### src/rtl/encoder_bcd_pkg.sv
// -----------------------------------------------------------------------------
// encoder_bcd_pkg
// Shared widths and index constants for the registered 4-to-2 encoder.
//   IN_W        : width of the one-hot request vector
//   OUT_W       : width of the encoded binary index
//   IDX0..IDX3  : binary code produced for request bit 0..3
// -----------------------------------------------------------------------------
package encoder_bcd_pkg;

    localparam int IN_W  = 4;
    localparam int OUT_W = 2;

    typedef logic [OUT_W-1:0] idx_t;

    localparam idx_t IDX0 = 2'd0;
    localparam idx_t IDX1 = 2'd1;
    localparam idx_t IDX2 = 2'd2;
    localparam idx_t IDX3 = 2'd3;

endpackage : encoder_bcd_pkg

### src/rtl/encoder_bcd_4to2_core.sv
// -----------------------------------------------------------------------------
// encoder_bcd_4to2_core
// Combinational next-state logic for the 4-to-2 encoder: priority selection of
// the winning request bit plus the "more than one bit set" check.
//   MSB_PRIORITY : 1 = highest set bit wins, 0 = lowest set bit wins
//   i            : request vector (one-hot expected, any code accepted)
//   next_o       : encoded index of the winning bit (IDX0 when i is zero)
//   next_valid   : at least one request bit set
//   next_err     : two or more request bits set
// -----------------------------------------------------------------------------
module encoder_bcd_4to2_core
    import encoder_bcd_pkg::*;
#(
    parameter bit MSB_PRIORITY = 1'b1
) (
    input  logic [IN_W-1:0]  i,
    output logic [OUT_W-1:0] next_o,
    output logic             next_valid,
    output logic             next_err
);

    logic [2:0] pop_cnt;

    always_comb begin
        next_o = IDX0;
        if (MSB_PRIORITY) begin
            if      (i[3]) next_o = IDX3;
            else if (i[2]) next_o = IDX2;
            else if (i[1]) next_o = IDX1;
            else           next_o = IDX0;
        end else begin
            if      (i[0]) next_o = IDX0;
            else if (i[1]) next_o = IDX1;
            else if (i[2]) next_o = IDX2;
            else if (i[3]) next_o = IDX3;
            else           next_o = IDX0;
        end
    end

    // Zero-extend each bit to the 3-bit count width so the sum cannot wrap.
    assign pop_cnt    = {2'b00, i[0]} + {2'b00, i[1]} + {2'b00, i[2]} + {2'b00, i[3]};
    assign next_valid = |i;
    assign next_err   = (pop_cnt > 3'd1);

endmodule : encoder_bcd_4to2_core

### src/rtl/encoder_bcd_4to2.sv
// -----------------------------------------------------------------------------
// encoder_bcd_4to2
// Registered 4-to-2 binary encoder with valid and multi-hot error flags.
// Fixed one-cycle latency from a captured request to the outputs.
//   MSB_PRIORITY : multi-hot tie-break, 1 = highest bit wins, 0 = lowest
//   clk          : rising-edge clock
//   rst_n        : synchronous active-low reset, overrides en
//   en           : capture enable; when low all outputs hold
//   i            : request vector, synchronous to clk
//   o            : registered encoded index
//   valid        : registered, captured request had at least one bit set
//   err          : registered, captured request had two or more bits set
// -----------------------------------------------------------------------------
module encoder_bcd_4to2
    import encoder_bcd_pkg::*;
#(
    parameter bit MSB_PRIORITY = 1'b1
) (
    input  logic             clk,
    input  logic             rst_n,
    input  logic             en,
    input  logic [IN_W-1:0]  i,
    output logic [OUT_W-1:0] o,
    output logic             valid,
    output logic             err
);

    logic [OUT_W-1:0] o_d;
    logic             valid_d;
    logic             err_d;

    logic [OUT_W-1:0] o_q;
    logic             valid_q;
    logic             err_q;

    encoder_bcd_4to2_core #(
        .MSB_PRIORITY (MSB_PRIORITY)
    ) u_core (
        .i          (i),
        .next_o     (o_d),
        .next_valid (valid_d),
        .next_err   (err_d)
    );

    // Output register stage: reset wins over enable, so a sample present on
    // the reset edge is dropped.
    always_ff @(posedge clk) begin
        if (!rst_n) begin
            o_q     <= IDX0;
            valid_q <= 1'b0;
            err_q   <= 1'b0;
        end else if (en) begin
            o_q     <= o_d;
            valid_q <= valid_d;
            err_q   <= err_d;
        end
    end

    assign o     = o_q;
    assign valid = valid_q;
    assign err   = err_q;

endmodule : encoder_bcd_4to2

### config.mk
export PLATFORM = sky130hd
export DESIGN_NAME = encoder_bcd_4to2
export DESIGN_NICKNAME = d
export VERILOG_FILES = /design/src/rtl/encoder_bcd_pkg.sv /design/src/rtl/encoder_bcd_4to2_core.sv /design/src/rtl/encoder_bcd_4to2.sv
export SDC_FILE = /design/constraint.sdc
export NUM_CORES = 1
export LEC_CHECK = 0
export ABC_AREA = 1
export ABC_CLOCK_PERIOD_IN_PS = 1250
export BUFFER_PORTS_ARGS = -buffer_cell sky130_fd_sc_hd__buf_2
export CORE_AREA = 2 2 39 41
export DETAILED_ROUTE_END_ITERATION = 8
export DIE_AREA = 0 0 41 43
export GPL_TIMING_DRIVEN = 0
export PLACE_DENSITY = 0.41
export SETUP_SLACK_MARGIN = 0.5
export SYNTH_ARGS = -nofsm -noshare
export SYNTH_HDL_FRONTEND = slang
export SYNTH_SLANG_ARGS = --single-unit
### constraint.sdc
create_clock -name clk -period 1.25 [get_ports clk]
set_input_delay 0.3125 -clock clk [delete_from_list [all_inputs] [get_ports clk]]
set_output_delay 0.3125 -clock clk [all_outputs]
set_load 0.03 [all_outputs]
After elaboration in Yosys (flattened, before gate mapping)
Index checks and enable logic that the tools add are counted.

Register bits: 4. Latch bits: 0. Memory bits (writable): 0. Memory bits (read-only): 0. Bits of input ports: 7. Memories kept: 0.

Add/subtract/negate cells: 3. Multiply operators: 0. Div/mod/pow operators: 0. Order comparisons: 1. Equality and inequality tests: 0. Shifts and indexed selects: 0. Multiplexer cells: 3. Bitwise logic cells: 0. Reduce and logical (&&, ||, !) cells: 1.

Operators with widths (number): $add A3 B1 Y3 (2); $mux W2 (2); $reduce_or A4 Y1 (1); $gt A3 B1 Y1 const B (1); $add A1 B1 Y2 (1); $mux W1 (1).

Logic depth before layout (Yosys ltp)
Gate-level depths: netlist of the first run.

Depth in word-level cells: 4. Mapped depth: 7. Depth with buffers taken out: 7.

Modules after synthesis
Synthesis of the first run repeated with hierarchy kept, for this count alone.

Cells, all modules: 38. Area, all modules: 246.5 sq um.

By module, submodules not included: encoder_bcd_4to2 (times used 1, cells an instance 25, area each 166.4 sq um, seq. area each 80.1 sq um); encoder_bcd_4to2_core (times used 1, cells an instance 13, area each 80.1 sq um, seq. area each 0.0 sq um).

Worst setup path after synthesis of the first run
Ideal clock, no wire load.

Path kind: input -> register. Start point: in i[0]. End point: reg err_q (netlist: err). Arrival time: 1076 ps. Path slack: 66 ps. Stages: 7. Path through: inv_1 -> ha_1 -> ha_1 -> nand2_1 -> nand3_1 -> nand2_1 -> inv_1.

Word-level cells in the longest chain between the ends: 4.

Ends and longest elaborated chain: from (decl) (line encoder_bcd_4to2.sv:22) `input logic [IN_W-1:0] i,`; $add A1 B1 Y2 (line encoder_bcd_4to2_core.sv:41) `assign pop_cnt = {2'b00, i[0]} + {2'b00, i[1]} + {2'b00, i[2]} + {2'b00, i[3]};`; $add A3 B1 Y3 (2 in a row) (line encoder_bcd_4to2_core.sv:41); $gt A3 B1 Y1 (line encoder_bcd_4to2_core.sv:43) `assign next_err = (pop_cnt > 3'd1);`; to (signal assigned) (line encoder_bcd_4to2.sv:55) `err_q <= err_d;`; to (decl) (line encoder_bcd_4to2.sv:34) `logic err_q;`.

Every way passes these cells. A chain may end at the register's enable or synchronous reset.

Final worst setup path of the first run
Start point: reg err_q (netlist: err). End point: out err.

RTL lines: to (decl) (line encoder_bcd_4to2.sv:25) `output logic err`.

No word-level cell between the ends.

==> results of run 1 <==
-- routing by layer --
| metal | up-vias | global-route usage [%] | share of wire [%] |
|---|---|---|---|
| met5 | - | 0 | 0 |
| met4 | 0 | 10.0 | 0 |
| met3 | 0 | 1.57 | 11 |
| met2 | 10 | 7.19 | 39 |
| met1 | 94 | 10.2 | 49 |
| li1 | 128 | - | - |
-- through the flow --
step                utilization (%)  std cells
global route                   30.6         63
finish                         30.6         63
detailed placement             23.9         58
floorplan                         -         32
CTS                            30.0         63
global placement               23.9         58
-- state kept, by name (all words and copies together) (netlist names) --
| register | cells |
|---|---|
| o | 2 |
| err | 1 |
| valid | 1 |
-- layout make-up --
type                    instances  area [um2]
repair buffers                 12         111
fillers                       155         961
multi-input cells              22         146
inverters                       6        37.5
flip-flops and latches          4        85.1
well taps                      16        20.0
clock buffers                   3        22.5
-- synth_stat cells (all sizes together) --
cell and n:
dfxtp 4, ha 3, inv 6, nand2 4, nand3 2, nor2 11, o21ai 2
-- how the worst max path moves through the flow --
| stage | start | to | slack, ps |
|---|---|---|---|
| after floorplan | i[1] | err$_SDFFE_PN0P_ | 170 |
| after global placement | i[1] | err$_SDFFE_PN0P_ | -60 |
| after detailed placement | i[1] | err$_SDFFE_PN0P_ | -60 |
| after CTS | err$_SDFFE_PN0P_ | err | 240 |
| after global routing | valid$_SDFFE_PN0P_ | valid | 220 |
| final | err$_SDFFE_PN0P_ | err | 260 |
-- power by group through the flow --
| stage | combinational, mW | sequential, mW | clock (mW) |
|---|---|---|---|
| 6_report | 0.125 | 0.147 | 0.158 |
| 5_1_grt | 0.141 | 0.149 | 0.178 |
| 4_1_cts | 0.121 | 0.147 | 0.169 |
| 3_5_place_dp | 0.0953 | 0.146 | 0 |
| 3_3_place_gp | 0.0957 | 0.146 | 0 |
| 2_1_floorplan | 0.0387 | 0.167 | 0 |
-- cell families (layout without fill, tap and decap cells) --
kind of cell | count (synthesis) | after routing | share of synthesized area [%]
AOI/OAI and AO/OA | 2 | 2 | 4.62
buffers and inverters | 6 | 21 | 10.4
DFF | 4 | 4 | 37.0
adders and majority gates | 3 | 3 | 17.3
and+or+nand+nor | 17 | 17 | 30.6
-- what timing repair did --
action / 4_1_cts / 5_1_grt
resized for setup: 15 / 3
setup endpoints to repair: 5 / 6
buffers inserted: 2 / 0
pin swaps: 2 / 0
==> flow_summary.yaml, run 1 <==
sta:
  finalMaxSlewViolations: 0
  whs_ps: 341
  postLayoutSetupSlackWorst_ps: 257
  fin_tns_setup_ps: 0
  fin_crit_sh_pct: 79.5
  worst_slew_margin_rel_pct: 89.6
  fmax_achieved_mhz: 1010
  min_period_ps: 993
  pin_slew_with_the_least_headroom_to_its_limit_ps: 155
  timing.final.hold_violations: 0
  setup_viol: 0
  worst_clock_skew_ps: 0
  grt_setup_unrepaired: "true"
setup_path:
  crit-reg2reg-launch: "err$_SDFFE_PN0P_"
  critical_path.reg2reg.endpoint: "err$_SDFFE_PN0P_"
  cp.buffers_inverters: 1
  critical_path.endpoint_type: "output port"
  cell_chain_of_the_critical_path: "buf_6"
  regToRegSetupSlack_ps: 490
  worst_setup_path_start_kind: "flop"
  crit_path_max_incr_delay_ps: 320
  critical-path-top-delay-family: "flip-flops"
  crit_arrival_ps: 680
  path_class: "flop to output port"
  cp_data_required_time_ps: 940
  cp.depth: 1
  critPathMaxFanout: 2
  timing.reg2reg.worst_path_depth: 5
  worst_path_max_delay_cell: "sky130_fd_sc_hd__dfxtp_2"
worst_hold_path:
  timing.hold.worst.class: "primary input to flop"
  worst_hold_path_cells: 3
  hold_end: "o[1]$_SDFFE_PN0P_"
  hold_start: "rst_n"
final_layout:
  layout.cells.most_common: "sky130_fd_sc_hd__nor2_1"
  area_growth_from_synthesis_to_layout_pct: 95.4
  diodes: 0
  finish.net_count: 59
  final_cell_mix: "sky130_fd_sc_hd__nor2_1, sky130_fd_sc_hd__buf_6, sky130_fd_sc_hd__inv_1, sky130_fd_sc_hd__dfxtp_2, sky130_fd_sc_hd__buf_2"
  layout-drive-gt1-share_pct: 55.3
  final_cell_area_um2: 423
status:
  run_status: "finished clean"
power:
  leakage_nw: 0.210
  seqPwrFrac_pct: 34.2
  combPwrFrac_pct: 29.2
  power.share.clock_pct: 36.7
  netSwitchingFraction_pct: 27.5
  pwr_density_cell_nw_per_um2: 1020
  fin_total_pwr_uw: 430
  switching_power_uw: 118
  intPower_uw: 312
  vdd_drop_max_uv: 221
cts:
  holdBufCountCts: 0
  cts_h_tree_depth: 1
  clock-sinks: 4
  max-clock-path-buffers: 2
  tritoncts.num_buffers: 3
  clock_insertion_delay_worst_skew_ps: 230
  cts_root_buffer: "sky130_fd_sc_hd__clkbuf_4"
  tritoncts: "yes"
  clkTransAtPathRegs_ps: 40
drt:
  wirelength_routed_um: 490
  drc: 0
  routed-via-count: 232
  drt-vias-per-instance: 3.68
  detail-route-antenna-nets: 0
  initialDrtViolationCount: 6
  number_of_optimization_iterations_in_the_first_detailed_route_pass: 4
  routed_wire_length_per_instance_um: 7.78
floorplanning:
  top_level_ports: 11
  dieWidth_um: 41
  coreArea_um2: 1380
  height_of_the_die_um: 43
  floorplan.initialDensity_pct: 15.6
  die-area_um2: 1760
  num_rows: 14
yosys:
  synth_seq_cells: 4
  post_synth_inst_count: 32
  netlist_area_um2: 216
  synth_top_cell_by_area: "sky130_fd_sc_hd__dfxtp_1"
  ys_seq_area_share_pct: 37.0
  yosysWarningCount: 0
  syn-mean-instance-area_um2: 6.76
  synthDistinctLibCells: 7
  synth_largest_type_area_fraction_pct: 37.0
  ys_top_cells_by_area: "sky130_fd_sc_hd__dfxtp_1, sky130_fd_sc_hd__nor2_1, sky130_fd_sc_hd__ha_1, sky130_fd_sc_hd__inv_1, sky130_fd_sc_hd__nand2_1"
  syn_nets: 42
placement:
  gpl.final_weighted_congestion: 0.631
  port_buffer_cells: 10
  hpwl_dp_um: 388
  post_dp_cell_area_um2: 330
  place_worst_setup_slack_ps: -61.2
grt:
  vias_in_the_first_global_route: 216
  globalRoute.totalOverflow: 0
  grt_antenna_before_repair: 0
  first_pass_grt_wire_length_um: 814
  grt.total_usage_pct: 7.30
  grt_max_degree: 8
run:
  drv_cap: 0
(Power assumes the default switching activity.)
==> inputs of run 2 (changes only) <==
--- a/config.mk
+++ b/config.mk
@@ -5,14 +5,14 @@
 export SDC_FILE = /design/constraint.sdc
 export NUM_CORES = 1
 export LEC_CHECK = 0
-export ABC_AREA = 1
-export ABC_CLOCK_PERIOD_IN_PS = 1250
+export ABC_AREA = 0
+export ABC_CLOCK_PERIOD_IN_PS = 1000
 export BUFFER_PORTS_ARGS = -buffer_cell sky130_fd_sc_hd__buf_2
 export CORE_AREA = 2 2 39 41
 export DETAILED_ROUTE_END_ITERATION = 8
 export DIE_AREA = 0 0 41 43
 export GPL_TIMING_DRIVEN = 0
-export PLACE_DENSITY = 0.41
+export PLACE_DENSITY = 0.39
 export SETUP_SLACK_MARGIN = 0.5
 export SYNTH_ARGS = -nofsm -noshare
 export SYNTH_HDL_FRONTEND = slang
==> constraint.sdc (replaced) <==
create_clock -name clk -period 1 [get_ports clk]
set_input_delay 0.25 -clock clk [delete_from_list [all_inputs] [get_ports clk]]
set_output_delay 0.25 -clock clk [all_outputs]
set_load 0.03 [all_outputs]
==> run 2 against run 1 <==
- utilization is 0.18 points lower
- count of clock-buffer cells in the layout stayed put
- die area stayed put
- sequential share of layout area is 2.5 points higher
- worst setup slack worse by 230 ps
- critical path depth is 5 higher
- register-to-register slack worse by 160 ps
- critical path type is now primary input to flop
- largest power group unchanged
==> flow_summary.yaml, run 2 <==
status:
  run_status: "finished clean"
floorplanning:
  dieWidth_um: 41
  die-area_um2: 1760
  top_level_ports: 11
  height_of_the_die_um: 43
  floorplan.initialDensity_pct: 14.0
  num_rows: 14
  coreArea_um2: 1380
sta:
  worst_clock_skew_ps: 0
  setup_viol: 0
  worst_slew_margin_rel_pct: 86.8
  grt_setup_unrepaired: "true"
  timing.final.hold_violations: 0
  finalMaxSlewViolations: 0
  pin_slew_with_the_least_headroom_to_its_limit_ps: 198
  fin_crit_sh_pct: 97.6
  postLayoutSetupSlackWorst_ps: 24.0
  min_period_ps: 976
  fmax_achieved_mhz: 1020
drt:
  routed-via-count: 206
  drc: 0
  wirelength_routed_um: 439
  number_of_optimization_iterations_in_the_first_detailed_route_pass: 2
  detail-route-antenna-nets: 0
  drt-vias-per-instance: 3.96
  initialDrtViolationCount: 3
  routed_wire_length_per_instance_um: 8.44
final_layout:
  final_cell_mix: "sky130_fd_sc_hd__buf_6, sky130_fd_sc_hd__dfxtp_4, sky130_fd_sc_hd__buf_2"
  layout-drive-gt1-share_pct: 75.0
  sequential_cell_area_um2: 95.1
  layout.cells.most_common: "sky130_fd_sc_hd__buf_6"
  final_cell_area_um2: 420
  area_growth_from_synthesis_to_layout_pct: 117
  area_occupied_by_multi_input_gates_um2: 149
  diodes: 0
  largest_register_ff_count: 2
  nFillCells: 144
  finish.net_count: 48
placement:
  post_dp_cell_area_um2: 324
  place_worst_setup_slack_ps: -348
  port_buffer_cells: 10
  gpl.final_weighted_congestion: 0.618
yosys:
  post_synth_inst_count: 22
  syn_nets: 32
  netlist_area_um2: 194
  yosysWarningCount: 0
  post_synth_edffs: 0
  synth_flop_cell: "sky130_fd_sc_hd__dfxtp_1"
  syn-mean-instance-area_um2: 8.82
  synth_async_sr_flop_share_pct: 0
  ys_top_cells_by_area: "sky130_fd_sc_hd__dfxtp_1, sky130_fd_sc_hd__ha_1, sky130_fd_sc_hd__o21ai_0, sky130_fd_sc_hd__a211oi_1, sky130_fd_sc_hd__inv_1"
  ys_seq_area_share_pct: 41.3
  synth_seq_cells: 4
  synthDistinctLibCells: 9
  synth_top_cells_by_count: "sky130_fd_sc_hd__dfxtp_1, sky130_fd_sc_hd__inv_1, sky130_fd_sc_hd__ha_1, sky130_fd_sc_hd__o21ai_0"
  synth_top_cell_by_area: "sky130_fd_sc_hd__dfxtp_1"
  synth_largest_type_area_fraction_pct: 41.3
power:
  intPower_uw: 384
  power.share.clock_pct: 36.5
  pwr_density_cell_nw_per_um2: 1260
  switching_power_uw: 144
  vdd_drop_max_uv: 256
  leakage_nw: 0.177
  seqPwrFrac_pct: 34.6
  combPwrFrac_pct: 28.9
  netSwitchingFraction_pct: 27.3
worst_hold_path:
  timing.hold.worst.class: "primary input to flop"
cts:
  cts_h_tree_depth: 1
  clock_insertion_delay_worst_skew_ps: 230
  holdBufCountCts: 0
  tritoncts: "yes"
  max-clock-path-buffers: 2
  cts_root_buffer: "sky130_fd_sc_hd__clkbuf_4"
  tritoncts.num_buffers: 3
  clkTransAtPathRegs_ps: 30
  clock-sinks: 4
setup_path:
  cell_chain_of_the_critical_path: "buf_12 > inv_12 > ha_4 > ha_4 > a211oi_2 > a21oi_1"
  worst_path_max_delay_cell: "sky130_fd_sc_hd__ha_4"
  path_class: "primary input to flop"
  worst_setup_path_start_kind: "primary input"
  cp_data_required_time_ps: 1110
  timing.critical_path.mode_cell: "sky130_fd_sc_hd__ha_4"
  critPathMaxFanout: 2
  crit_arrival_ps: 1090
  crit_path_max_incr_delay_ps: 250
  critical_path.endpoint_type: "flop"
grt:
  grt_max_degree: 9
  globalRoute.totalOverflow: 0
  grt_antenna_before_repair: 0
  vias_in_the_first_global_route: 198
  grt.total_usage_pct: 6.72
  first_pass_grt_wire_length_um: 703
run:
  drv_cap: 0
run 2: changes by cell type in the layout (fill, tap and decap cells not counted), sizes merged, moves of 2 or more:
| cell | delta |
|---|---|
| a211oi | +2 |
| a31oi | +2 |
| nor2 | -9 |
| inv | -2 |
| nand2 | -4 |
| nand3 | -2 |
run 2: metrics by stage:
step / total power, mW / TNS, ps / hold WS [ps] / util, % / cells
5_1_grt: 0.557 / -11.8 / 280 / 30.4 / 52
6_report: 0.528 / 0 / 267 / 30.4 / 52
3_5_place_dp: 0.298 / -348 / 495 / 23.4 / 48
3_3_place_gp: 0.296 / -325 / 489 / 23.4 / 48
2_1_floorplan: 0.254 / -65.9 / 333 / - / 22
4_1_cts: 0.532 / -9.83 / 256 / 29.2 / 52
run 2: timing repair:
action                     in CTS  in global routing
setup endpoints to repair       8                  8
setup buffers                   1                  0
resized for setup              15                  4
pin swaps                       3                  2
run 2: power by group through the flow:
stage          Clock, mW  Sequential [mW]  Combinational (mW)
6_report           0.192            0.183               0.153
5_1_grt            0.206            0.184               0.168
4_1_cts            0.204            0.181               0.147
3_5_place_dp           0            0.179               0.119
3_3_place_gp           0            0.179               0.117
2_1_floorplan          0            0.206              0.0479
run 2: logic make-up after synthesis:
logic type / after synthesis / share of synthesized area, %
flip-flops: 4 / 41.3
AND/OR/NAND/NOR: 3 / 7.10
buffers and inverters: 4 / 7.74
adder cells (fa/ha/maj): 3 / 19.4
AO/OA/AOI/OAI: 8 / 24.5
run 2: area by class of cell:
class / count / share of cell area (%)
multi-input combinational: 14 / 35.4
sequential: 4 / 22.6
timing repair buffer: 11 / 24.7
tap: 16 / 4.76
clock buffer: 3 / 5.36
inverter: 4 / 7.14
run 2: routing by layer:
layer	up-vias	share of wire [%]	global-route usage, %	routed length [um]
met5	-	0	0	0
met4	0	0	12.0	0
met3	0	7.7	0	34
met2	10	45	7.81	198
met1	90	47	7.69	206
li1	106	-	-	-
run 2: worst paths after layout:
check / cells after the start / startpoint / slack (ps) / to
setup / recovery: 6 / i[1] / 20 / err$_SDFFE_PN0P_
hold / removal: 3 / rst_n / 270 / o[0]$_SDFFE_PN0P_
setup reg to reg: 2 / err$_SDFFE_PN0P_ / 330 / err$_SDFFE_PN0P_
hold reg to reg: 2 / o[1]$_SDFFE_PN0P_ / 490 / o[1]$_SDFFE_PN0P_
run 2: critical path, delay by kind of cell:
family | cells | cell delay [ps]
AOI/OAI and AO/OA | 2 | 270
adders and majority gates | 2 | 440
buffers and inverters | 2 | 120
==> inputs of run 3 (changes only) <==
--- a/config.mk
+++ b/config.mk
@@ -12,8 +12,9 @@
 export DETAILED_ROUTE_END_ITERATION = 8
 export DIE_AREA = 0 0 41 43
 export GPL_TIMING_DRIVEN = 0
-export PLACE_DENSITY = 0.39
+export PLACE_DENSITY = 0.41
 export SETUP_SLACK_MARGIN = 0.5
 export SYNTH_ARGS = -nofsm -noshare
 export SYNTH_HDL_FRONTEND = slang
+export SYNTH_HIERARCHICAL = 1
 export SYNTH_SLANG_ARGS = --single-unit
==> run 3 against run 2 <==
- the flow now finishes with violations (negative setup slack)
- critical endpoint unchanged
- hold slack worse by 13 ps
- cell area is 8.0% higher
- largest cell class is now buffers
- die area stayed put
- largest power group unchanged
==> flow_summary.yaml, run 3 <==
power:
  pwr_density_cell_nw_per_um2: 1210
  leakage_nw: 0.204
  fin_total_pwr_uw: 551
  vdd_drop_max_uv: 560
cts:
  cts_h_tree_depth: 1
  holdBufCountCts: 0
  tritoncts.num_buffers: 3
  cts_root_buffer: "sky130_fd_sc_hd__clkbuf_4"
  clkTransAtPathRegs_ps: 40
  max-clock-path-buffers: 2
  clock_insertion_delay_worst_skew_ps: 240
  clock-sinks: 4
  tritoncts: "yes"
setup_path:
  worst_setup_path_startpoint: "i[0]"
  crit-reg2reg-launch: "o[1]$_SDFFE_PN0P_"
  critPathMaxFanout: 2
  crit_arrival_ps: 1160
  worst_setup_path_start_kind: "primary input"
  crit_path_max_incr_delay_ps: 550
  cp_data_required_time_ps: 1130
  critical_path.endpoint_type: "flop"
  worst_path_max_delay_cell: "sky130_fd_sc_hd__fa_1"
  cell_chain_of_the_critical_path: "buf_6 > inv_4 > fa_1 > o21ai_2 > mux2i_1 > nor2b_1"
  path_class: "primary input to flop"
run:
  drv_cap: 0
yosys:
  synth_top_cells_by_count: "sky130_fd_sc_hd__dfxtp_1, sky130_fd_sc_hd__inv_1, sky130_fd_sc_hd__mux2i_1, sky130_fd_sc_hd__nor2b_1"
  syn-mean-instance-area_um2: 9.68
  synth_async_sr_flop_share_pct: 0
  post_synth_edffs: 0
  netlist_area_um2: 223
  synth_flop_cell: "sky130_fd_sc_hd__dfxtp_1"
  ys_seq_area_share_pct: 36.0
  synth_top_cell_by_area: "sky130_fd_sc_hd__dfxtp_1"
  ys_top_cells_by_area: "sky130_fd_sc_hd__dfxtp_1, sky130_fd_sc_hd__mux2i_1, sky130_fd_sc_hd__nor2b_1, sky130_fd_sc_hd__fa_1, sky130_fd_sc_hd__inv_1"
  post_synth_inst_count: 23
  synthDistinctLibCells: 11
  syn_nets: 32
  synth_seq_cells: 4
  synth_largest_type_area_fraction_pct: 36.0
  yosysWarningCount: 6
final_layout:
  diodes: 0
  largest_register_ff_count: 2
  final_cell_mix: "sky130_fd_sc_hd__buf_6, sky130_fd_sc_hd__mux2i_1, sky130_fd_sc_hd__nor2b_1, sky130_fd_sc_hd__dfxtp_4"
  final_cell_area_um2: 454
  finish.net_count: 49
  layout.cells.most_common: "sky130_fd_sc_hd__buf_6"
  area_growth_from_synthesis_to_layout_pct: 104
  layout.cells.non_filler: 54
  layout-drive-gt1-share_pct: 68.4
grt:
  globalRoute.totalOverflow: 0
  grt_antenna_before_repair: 0
  vias_in_the_first_global_route: 217
  grt.total_usage_pct: 7.34
  first_pass_grt_wire_length_um: 814
  grt_max_degree: 5
drt:
  drt-vias-per-instance: 3.70
  wirelength_routed_um: 541
  drc: 0
  routed-via-count: 200
  initialDrtViolationCount: 2
  detail-route-antenna-nets: 0
  routed_wire_length_per_instance_um: 10.0
  number_of_optimization_iterations_in_the_first_detailed_route_pass: 2
sta:
  timing.final.hold_violations: 0
  grt_setup_unrepaired: "true"
  pin_slew_with_the_least_headroom_to_its_limit_ps: 140
  worst_clock_skew_ps: 0
  min_period_ps: 1020
  worst_slew_margin_rel_pct: 90.4
  fin_tns_setup_ps: -24.8
  setup_viol: 1
  fmax_achieved_mhz: 976
  fin_crit_sh_pct: 102
  postLayoutSetupSlackWorst_ps: -24.8
  finalMaxSlewViolations: 0
status:
  violations_in_the_final_reports: "negative setup slack"
  run_status: "finished, violations left"
placement:
  gpl.final_weighted_congestion: 0.627
  hpwl_dp_um: 354
  port_buffer_cells: 9
  post_dp_cell_area_um2: 342
  dp.cells: 48
worst_hold_path:
  hold_start: "rst_n"
  timing.hold.worst.class: "primary input to flop"
floorplanning:
  height_of_the_die_um: 43
  dieWidth_um: 41
  top_level_ports: 11
  coreArea_um2: 1380
  die-area_um2: 1760
  floorplan.initialDensity_pct: 16.1
  num_rows: 14
-- run 3: cell types whose count changed in the layout (fill, tap and decap cells not counted), sizes merged, moves of 2 or more --
cell	change
a211oi	-2
a31oi	-2
buf	+2
ha	-2
mux2i	+4
nor2	-2
nor2b	+4
-- run 3: worst paths after layout --
check / end / cells past startpoint / slack (ps)
worst max-delay path: err$_SDFFE_PN0P_ / 6 / -20
worst min-delay path: o[1]$_SDFFE_PN0P_ / 2 / 250
worst max register to register: o[1]$_SDFFE_PN0P_ / 2 / 360
worst min register to register: o[1]$_SDFFE_PN0P_ / 2 / 530
-- run 3: kinds of logic after synthesis --
| logic type | after synthesis | synth area share, % |
|---|---|---|
| AO/OA/AOI/OAI | 2 | 4.49 |
| adder cells (fa/ha/maj) | 2 | 14.6 |
| buffers and inverters | 5 | 11.8 |
| flip-flops | 4 | 36.0 |
| multiplexers | 4 | 18.0 |
| AND/OR/NAND/NOR | 6 | 15.2 |
-- run 3: critical path, delay by kind of cell --
family	cells	cell delay, ps
adder cells (fa/ha/maj)	1	550
AND/OR/NAND/NOR	1	60
buffers and inverters	2	100
AO/OA/AOI/OAI	1	60
multiplexers	1	130
-- run 3: repair_timing --
action,CTS,global route
pin swaps,3,1
endpoints found under the setup margin,8,8
hold endpoints to repair,0,0
buffers inserted,2,1
resized for setup,18,1
-- run 3: area by class of cell --
type                    instances  area (um2)
fillers                       149         930
multi-input cells              14         138
repair buffers                 12         126
well taps                      16        20.0
flip-flops and latches          4        95.1
plain buffers                   1        15.0
clock buffers                   3        22.5
inverters                       4        37.5
-- run 3: stage by stage --
stage / hold WS, ps / util (%) / worst slack, ps
after floorplan: 377 / - / -125
after global placement: 497 / 24.7 / -374
after detailed placement: 499 / 24.7 / -338
after CTS: 246 / 32.0 / -7.09
after global routing: 262 / 32.8 / -78.0
final: 254 / 32.8 / -24.8
-- run 3: power breakdown --
group / switching, mW / total, mW / internal (mW)
sequential: 0.00854 / 0.180 / 0.171
combinational: 0.0740 / 0.159 / 0.0850
clock: 0.0771 / 0.212 / 0.135
total: 0.160 / 0.551 / 0.391
-- run 3: per-layer routing --
layer / vias to the layer above / share of wire, % / global-route usage, %
met5: - / 0 / 0
met2: 6 / 53 / 9.69
met4: 0 / 0 / 8.00
li1: 102 / - / -
met3: 0 / 7.0 / 3.14
met1: 92 / 40 / 7.74
